--- src/rtl/jtkiwi_scan_if.sv ---
`default_nettype none
// ============================================================================
// Module   : jtkiwi_scan_if
// Purpose  : Scanner-to-tile-drawer bus. The scanner issues a one-clock draw
//            strobe together with the tile descriptor; the drawer answers
//            with busy while it consumes the descriptor.
// Signals  : draw  - one-clock tile-draw request (scanner -> drawer)
//            code  - tile code                     (scanner -> drawer)
//            attr  - tile attribute                (scanner -> drawer)
//            xpos  - tile start pixel in the line  (scanner -> drawer)
//            ysub  - row inside the tile           (scanner -> drawer)
//            busy  - drawer busy                   (drawer  -> scanner)
// Revision : 1.0 - initial release
// ============================================================================
interface jtkiwi_scan_if;
  logic        draw;
  logic [15:0] code;
  logic [15:0] attr;
  logic [8:0]  xpos;
  logic [3:0]  ysub;
  logic        busy;

  modport master (
    output draw,
    output code,
    output attr,
    output xpos,
    output ysub,
    input  busy
  );

  modport slave (
    input  draw,
    input  code,
    input  attr,
    input  xpos,
    input  ysub,
    output busy
  );
endinterface
`default_nettype wire

--- src/rtl/jtkiwi_scan.sv ---
`default_nettype none
// ============================================================================
// Module   : jtkiwi_scan
// Purpose  : Tilemap line scanner for a 32x32 map of 16x16 tiles on a
//            512-pixel line. For each of the 32 columns it fetches the
//            column vertical scroll, the tile code and the tile attribute,
//            then hands one tile to the drawer when the drawer is free.
// Ports    : clk          - clock, rising edge
//            rst          - synchronous active-high reset
//            hs_i         - line-start strobe (restarts a line in progress)
//            vrender_i    - line to render, latched on hs_i
//            hscr_i       - global horizontal scroll, sampled at draw issue
//            scr_addr_o   - column-scroll RAM address (column index)
//            scr_data_i   - column vertical scroll, 1 clock read latency
//            vram_addr_o  - tilemap address {sel,row,col}, sel=1 -> attr
//            vram_data_i  - tilemap word, 1 clock read latency
//            done_o       - one-clock pulse after the last tile of a line
//            drw          - drawer bus (master side)
// Revision : 1.0 - initial release
// ============================================================================
module jtkiwi_scan (
  input  logic                clk,
  input  logic                rst,
  input  logic                hs_i,
  input  logic [8:0]          vrender_i,
  input  logic [8:0]          hscr_i,
  output logic [4:0]          scr_addr_o,
  input  logic [7:0]          scr_data_i,
  output logic [10:0]         vram_addr_o,
  input  logic [15:0]         vram_data_i,
  output logic                done_o,
  jtkiwi_scan_if.master       drw
);

  typedef enum logic [2:0] {
    S_IDLE  = 3'd0,
    S_SCR   = 3'd1,
    S_ROW   = 3'd2,
    S_CODE  = 3'd3,
    S_ATTR  = 3'd4,
    S_ISSUE = 3'd5,
    S_DRAW  = 3'd6,
    S_HOLD  = 3'd7
  } state_t;

  localparam logic [4:0] C_LAST_COL = 5'd31;

  state_t      state_q, state_d;
  logic [4:0]  col_q, col_d;
  logic [8:0]  vl_q, vl_d;
  // Staging registers: filled during the fetch and copied to the drawer
  // outputs only on a draw edge, so a fetch can overlap the current draw.
  logic [4:0]  row_q, row_d;
  logic [3:0]  ysub_s_q, ysub_s_d;
  logic [15:0] code_s_q, code_s_d;
  logic [15:0] attr_s_q, attr_s_d;
  // Drawer-facing registers
  logic        draw_q, draw_d;
  logic [15:0] code_q, code_d;
  logic [15:0] attr_q, attr_d;
  logic [8:0]  xpos_q, xpos_d;
  logic [3:0]  ysub_q, ysub_d;
  logic        done_q, done_d;

  logic [8:0]  yeff_w;

  // Effective line for this column; 9-bit sum wraps modulo 512.
  assign yeff_w = vl_q + {1'b0, scr_data_i};

  // Addresses follow the state: col is set on entry to SCR, row on the ROW
  // edge, so both are stable through the cycle the RAM samples them.
  assign scr_addr_o  = col_q;
  assign vram_addr_o = {(state_q == S_ATTR), row_q, col_q};

  assign done_o   = done_q;
  assign drw.draw = draw_q;
  assign drw.code = code_q;
  assign drw.attr = attr_q;
  assign drw.xpos = xpos_q;
  assign drw.ysub = ysub_q;

  always_ff @(posedge clk) begin
    if (rst) begin
      state_q  <= S_IDLE;
      col_q    <= '0;
      vl_q     <= '0;
      row_q    <= '0;
      ysub_s_q <= '0;
      code_s_q <= '0;
      attr_s_q <= '0;
      draw_q   <= 1'b0;
      code_q   <= '0;
      attr_q   <= '0;
      xpos_q   <= '0;
      ysub_q   <= '0;
      done_q   <= 1'b0;
    end else begin
      state_q  <= state_d;
      col_q    <= col_d;
      vl_q     <= vl_d;
      row_q    <= row_d;
      ysub_s_q <= ysub_s_d;
      code_s_q <= code_s_d;
      attr_s_q <= attr_s_d;
      draw_q   <= draw_d;
      code_q   <= code_d;
      attr_q   <= attr_d;
      xpos_q   <= xpos_d;
      ysub_q   <= ysub_d;
      done_q   <= done_d;
    end
  end

  always_comb begin
    state_d  = state_q;
    col_d    = col_q;
    vl_d     = vl_q;
    row_d    = row_q;
    ysub_s_d = ysub_s_q;
    code_s_d = code_s_q;
    attr_s_d = attr_s_q;
    draw_d   = 1'b0;
    code_d   = code_q;
    attr_d   = attr_q;
    xpos_d   = xpos_q;
    ysub_d   = ysub_q;
    done_d   = 1'b0;

    if (hs_i) begin
      // Line start; in any busy state this abandons the current line
      // without a done pulse. Tiles already issued are left untouched.
      vl_d    = vrender_i;
      col_d   = '0;
      state_d = S_SCR;
    end else begin
      case (state_q)
        S_IDLE:  state_d = S_IDLE;
        S_SCR:   state_d = S_ROW;
        S_ROW: begin
          row_d    = yeff_w[8:4];
          ysub_s_d = yeff_w[3:0];
          state_d  = S_CODE;
        end
        S_CODE:  state_d = S_ATTR;
        S_ATTR: begin
          code_s_d = vram_data_i;
          state_d  = S_ISSUE;
        end
        S_ISSUE: begin
          attr_s_d = vram_data_i;
          state_d  = S_DRAW;
        end
        S_DRAW: begin
          if (!drw.busy) begin
            draw_d  = 1'b1;
            code_d  = code_s_q;
            attr_d  = attr_s_q;
            ysub_d  = ysub_s_q;
            xpos_d  = {col_q, 4'd0} + hscr_i;
            state_d = S_HOLD;
          end
        end
        // One clock for busy to rise, so DRAW never sees a stale busy=0.
        S_HOLD: begin
          if (col_q == C_LAST_COL) begin
            done_d  = 1'b1;
            state_d = S_IDLE;
          end else begin
            col_d   = col_q + 5'd1;
            state_d = S_SCR;
          end
        end
        default: state_d = S_IDLE;
      endcase
    end
  end

endmodule
`default_nettype wire

--- src/flat_wrapper.sv ---
// flat-port wrapper written by rule: the top's interface ports become plain ports
module jtkiwi_scan_flat 
  (clk, rst, hs_i, vrender_i, hscr_i, scr_addr_o, scr_data_i, vram_addr_o, vram_data_i, done_o, drw_draw, drw_code, drw_attr, drw_xpos, drw_ysub, drw_busy);
  jtkiwi_scan_if drw_i ();
  input  logic clk;
  input  logic rst;
  input  logic hs_i;
  input  logic [8:0] vrender_i;
  input  logic [8:0] hscr_i;
  output logic [4:0] scr_addr_o;
  input  logic [7:0] scr_data_i;
  output logic [10:0] vram_addr_o;
  input  logic [15:0] vram_data_i;
  output logic done_o;
  output wire logic [$bits(drw_i.draw)-1:0] drw_draw;
  output wire logic [$bits(drw_i.code)-1:0] drw_code;
  output wire logic [$bits(drw_i.attr)-1:0] drw_attr;
  output wire logic [$bits(drw_i.xpos)-1:0] drw_xpos;
  output wire logic [$bits(drw_i.ysub)-1:0] drw_ysub;
  input wire logic [$bits(drw_i.busy)-1:0] drw_busy;
  assign drw_draw = drw_i.draw;
  assign drw_code = drw_i.code;
  assign drw_attr = drw_i.attr;
  assign drw_xpos = drw_i.xpos;
  assign drw_ysub = drw_i.ysub;
  assign drw_i.busy = drw_busy;
  jtkiwi_scan u_core (.clk(clk), .rst(rst), .hs_i(hs_i), .vrender_i(vrender_i), .hscr_i(hscr_i), .scr_addr_o(scr_addr_o), .scr_data_i(scr_data_i), .vram_addr_o(vram_addr_o), .vram_data_i(vram_data_i), .done_o(done_o), .drw(drw_i));
endmodule
--- config.mk ---
export PLATFORM = sky130hd
export DESIGN_NAME = jtkiwi_scan_flat
export DESIGN_NICKNAME = d
export VERILOG_FILES = /design/src/rtl/jtkiwi_scan_if.sv /design/src/rtl/jtkiwi_scan.sv /design/src/flat_wrapper.sv
export SDC_FILE = /design/constraint.sdc
export NUM_CORES = 1
export LEC_CHECK = 0
export ABC_AREA = 0
export CAP_MARGIN = 30
export CORE_MARGIN = 5
export CORE_UTILIZATION = 30
export CTS_CLUSTER_SIZE = 30
export DETAILED_ROUTE_END_ITERATION = 8
export PLACE_DENSITY_LB_ADDON = 0.15
export SETUP_SLACK_MARGIN = 0.02
export SYNTH_ARGS = -nofsm -noshare
export SYNTH_HDL_FRONTEND = slang
export SYNTH_SLANG_ARGS = --single-unit
--- constraint.sdc ---
create_clock -name clk -period 3 [get_ports clk]
set_input_delay 0.9 -clock clk [delete_from_list [all_inputs] [get_ports clk]]
set_output_delay 0.9 -clock clk [all_outputs]
set_load 0.01 [all_outputs]
# Word level (Yosys, flattened, before mapping)

Cells that the tools add are included.
W data, S select, Z words.

Bits in registers: 105
Input port bits: 46
Output and inout port bits: 63
Word-level logic and storage cells: 47

Add/subtract/negate cells: 3
Equality and inequality tests: 10
Muxes and demuxes: 6
Bitwise gates (word level): 5
Reduce and logical (&&, ||, !) cells: 9

Operators by type and width:

| kind                  | number |
|---|---|
| $pmux W3 S8           | 1 |
| $eq A3 B3 Y1 const B  | 4 |
| $add A9 B8 Y9         | 1 |
| $add A9 B9 Y9         | 1 |
| $reduce_and A2 Y1     | 4 |
| $eq A3 B2 Y1 const B  | 2 |
| $reduce_or A3 Y1      | 2 |
| $add A5 B1 Y5 const B | 1 |
| $eq A5 B5 Y1 const B  | 1 |
| $not A1 Y1            | 5 |
| $mux W1               | 4 |
| $eq A3 B1 Y1 const B  | 1 |
| $logic_not A3 Y1      | 1 |
| $mux W3               | 1 |
| $ne A3 B3 Y1 const B  | 1 |
| $reduce_and A3 Y1     | 1 |
| $ne A2 B2 Y1 const B  | 1 |
| $reduce_or A2 Y1      | 1 |

# Logic depth before layout (Yosys ltp)

Depth after elaboration: 4
Depth in mapped cells: 8

# Least setup slack after synthesis

Ideal clock, no wire load.

Path type: input to register
Start point: input scr_data_i[0]
End point: register u_core.row_q[2]
Data arrival time: 2.509 ns
Required time: 2.938 ns
Setup slack: 0.429 ns
Cell stages on the path: 6
Cells stage by stage: ha_1 -> fa_1 -> a211o_1 -> a211o_1 -> a2111o_1 -> nand3_1

Cells in the longest elaborated chain, start to end: 1

RTL lines:

| what                 | RTL line           | RTL |
|---|---|---|
| from (decl)          | flat_wrapper.sv:11 | `input logic [7:0] scr_data_i;` |
| $add A9 B8 Y9        | jtkiwi_scan.sv:68  | `assign yeff_w = vl_q + {1'b0, scr_data_i};` |
| to (signal assigned) | jtkiwi_scan.sv:101 | `row_q <= row_d;` |
| to (decl)            | jtkiwi_scan.sv:53  | `logic [4:0] row_q, row_d;` |

No other way between the ends.
A chain may end at the register's enable or synchronous reset.

# Final worst setup path

Ends and elaborated chain as after synthesis.

==> metrics.csv <==
metric;value;unit
pwr dens;466;nW/um^2
type of the worst min-delay path;flip-flop to flip-flop;
Post-synth EDFFs;0;
total of max-cap violations;0;
first-pass GRT wire length;18.4;mm
Yosys top cell by area;dfxtp_1;
Synth Register Bits;105;
Max clock buf depth;2;
startpoint types;primary input;
worst vdd ir;245;uV
worst slew pin tran;0.666;ns
max-slew violation count;0;
Synth async-reset ratio;0;
drt wl/cell;14.3;um
critical path endpoint category;flip-flop;
H-tree levels;3;
most frequent cell after synthesis;nand2_1;
Die Width;130;um
FMAX;364;MHz
Post-synth top flop;dfxtp_1;
largest net degree at the start of global routing;55;
post-synth net total;582;
reg2reg end;u_core.row_q[2];
top cells by area, synth;dfxtp_1 49%, nand2_1 14%, a21oi_1 9.6%, ha_1 5.2%, mux2i_1 2.8%;
Clock transition at path regs;0.07;ns
Syn Inst Count;516;
critical path required time;3.29;ns
worst r2r src;u_core.vl_q[0];
synth warn;0;
# rows;43;
CP Class;primary input to flip-flop;
placed insts;778;
DRC viols;0;
Layout area overhead;34.7;%
post-route cell area;5790;um^2
worst reg-to-reg path cell count;6;
total CTS buffers;9;
Tmin final;2.75;ns
initial antenna violation count;0;
Die Y;130;um
Buffers on Ports;108;
Core Box Area;14000;um^2
Starting Density;0.307;
static leakage;0.00209;uW
drt via density;4.69;
Post-CTS Resized;0;
Max-Slew Margin vs Limit;0.555;
final hold slack;0.453;ns
DRT iter0 DRCs;156;
nets@finish;675;
synth unique cells;40;
Seq/Total Area, Yosys;0.489;
final wirelength;11.4;mm
GPL Wtd Cong;0.797;
Crit Path Max Fanout;3;
placed cell area;5520;um^2
Critical Path AT;3.03;ns
Ant. Diodes;0;
layout cells sized above 1;0.0521;
clk_skew;0.00907;ns
CTS tree;yes;
Pre-antenna DRT Iters;4;
HP Start;u_core.attr_s_q[15];
clk sink count;105;
Mapped Area;4300;um^2
number of top-level pins;109;
Final Hold Fails;0;
RSZ-0062 raised after global routing;no;
hold buffers post-CTS;0;
WHS Endpoint;u_core.drw.attr[15];
post-synth top area share;0.489;
final std cells w/o fill;794;
DP HPWL;8.24;mm
final cycle utilization of the critical path;0.915;
Clock Latency Late Sink;0.35;ns
r2r setup slk;0.92;ns
total number of vias;3722;
post-CTS setup buffer count;0;
Congestion Overflow GR;0;
top cells by count, synth;158 x nand2_1, 105 x dfxtp_1, 82 x a21oi_1;
GRT Total Usage;0.138;
vias in the first global route;3706;
die area;16800;um^2
Mean Syn Cell Area;8.33;um^2
Fillers;1463;
ANT nets after route;0;
hold depth;2;
final setup vio count;0;
status;completed;
Root Buffer;clkbuf_16;
[worst max-delay path by stage]
stage | start | to | slack [ns] | depth (start not counted)
2_1_floorplan | scr_data_i[0] | u_core.row_q[2] | 0.43 | 6
4_1_cts | scr_data_i[0] | u_core.row_q[2] | 0.28 | 7
3_5_place_dp | scr_data_i[0] | u_core.row_q[2] | -0.08 | 7
3_3_place_gp | scr_data_i[0] | u_core.row_q[2] | -0.06 | 7
5_1_grt | scr_data_i[0] | u_core.row_q[2] | 0.22 | 7
6_report | scr_data_i[0] | u_core.row_q[2] | 0.25 | 7
[area by class of cell]
class	instances	area, um^2	share of cell area
clock buffer	9	225	0.0389
multi-input combinational	369	2010	0.348
sequential	105	2100	0.363
timing repair buffer	118	1150	0.199
clock inverter	7	45.0	0.00778
tap	180	225	0.0389
inverter	6	22.5	0.00389
[sequential cells by signal (all words and copies together) (netlist names)]
register and count:
u_core.drw.attr 16, u_core.vl_q 9, u_core.code_s_q 16, u_core.row_q 5, u_core.done_o 1, u_core.drw.draw 1, u_core.ysub_s_q 4, u_core.drw.xpos 9
u_core.attr_s_q 16, u_core.state_q 3, u_core.drw.ysub 4, u_core.scr_addr_o 5, u_core.drw.code 16
[cell usage in the layout (no fill, tap or decap), types with 4 or more instances in the layout]
master,n
a211o_1,4
a211oi_1,7
a21o_1,6
a21oi_1,82
and3_1,4
buf_4,11
clkbuf_16,9
clkdlybuf4s50_1,107
clkinv_2,4
dfxtp_1,105
ha_1,18
inv_1,5
mux2i_1,12
nand2_1,158
nand3_1,11
nor2_1,21
nor3_1,6
xnor2_1,6
[routing by layer]
layer | routed length (um) | part of all wire | track usage
met1 | 5570 | 0.49 | 0.184
met2 | 4920 | 0.43 | 0.211
met3 | 711 | 0.063 | 0.0507
met4 | 175 | 0.015 | 0.0397
met5 | 0 | 0 | 0
[cells by family (layout without fill, tap and decap cells)]
| group | Yosys count | after routing | synth area share |
|---|---|---|---|
| compound gates | 111 | 111 | 0.148 |
| xor+xnor | 8 | 8 | 0.0163 |
| fa+ha+maj | 20 | 20 | 0.0617 |
| buf+inv | 42 | 140 | 0.0434 |
| flops | 105 | 105 | 0.489 |
| mux | 12 | 12 | 0.0280 |
| simple gates | 218 | 218 | 0.214 |
[worst max-delay path, cell delays in order]
cell and delay (ns):
clkdlybuf4s50_1 0.41, ha_1 0.23, fa_1 0.42, a211o_1 0.31
a211o_1 0.31, a2111o_1 0.37, nand3_1 0.08
[per-stage QoR]
step | setup TNS (ns) | utilization | setup WS, ns | total power [uW]
after floorplan | 0 | - | 0.429 | 1540
after global placement | -0.0683 | 0.394 | -0.0581 | 1640
after detailed placement | -0.128 | 0.394 | -0.0838 | 1650
after CTS | 0 | 0.414 | 0.284 | 2750
after global routing | 0 | 0.414 | 0.220 | 2830
final | 0 | 0.414 | 0.255 | 2700
[power by group]
| group | switching, uW | internal [uW] |
|---|---|---|
| Combinational | 97.0 | 102 |
| Clock | 525 | 562 |
| Sequential | 8.15 | 1400 |
| Total | 630 | 2070 |
(Power assumes the default switching activity.)
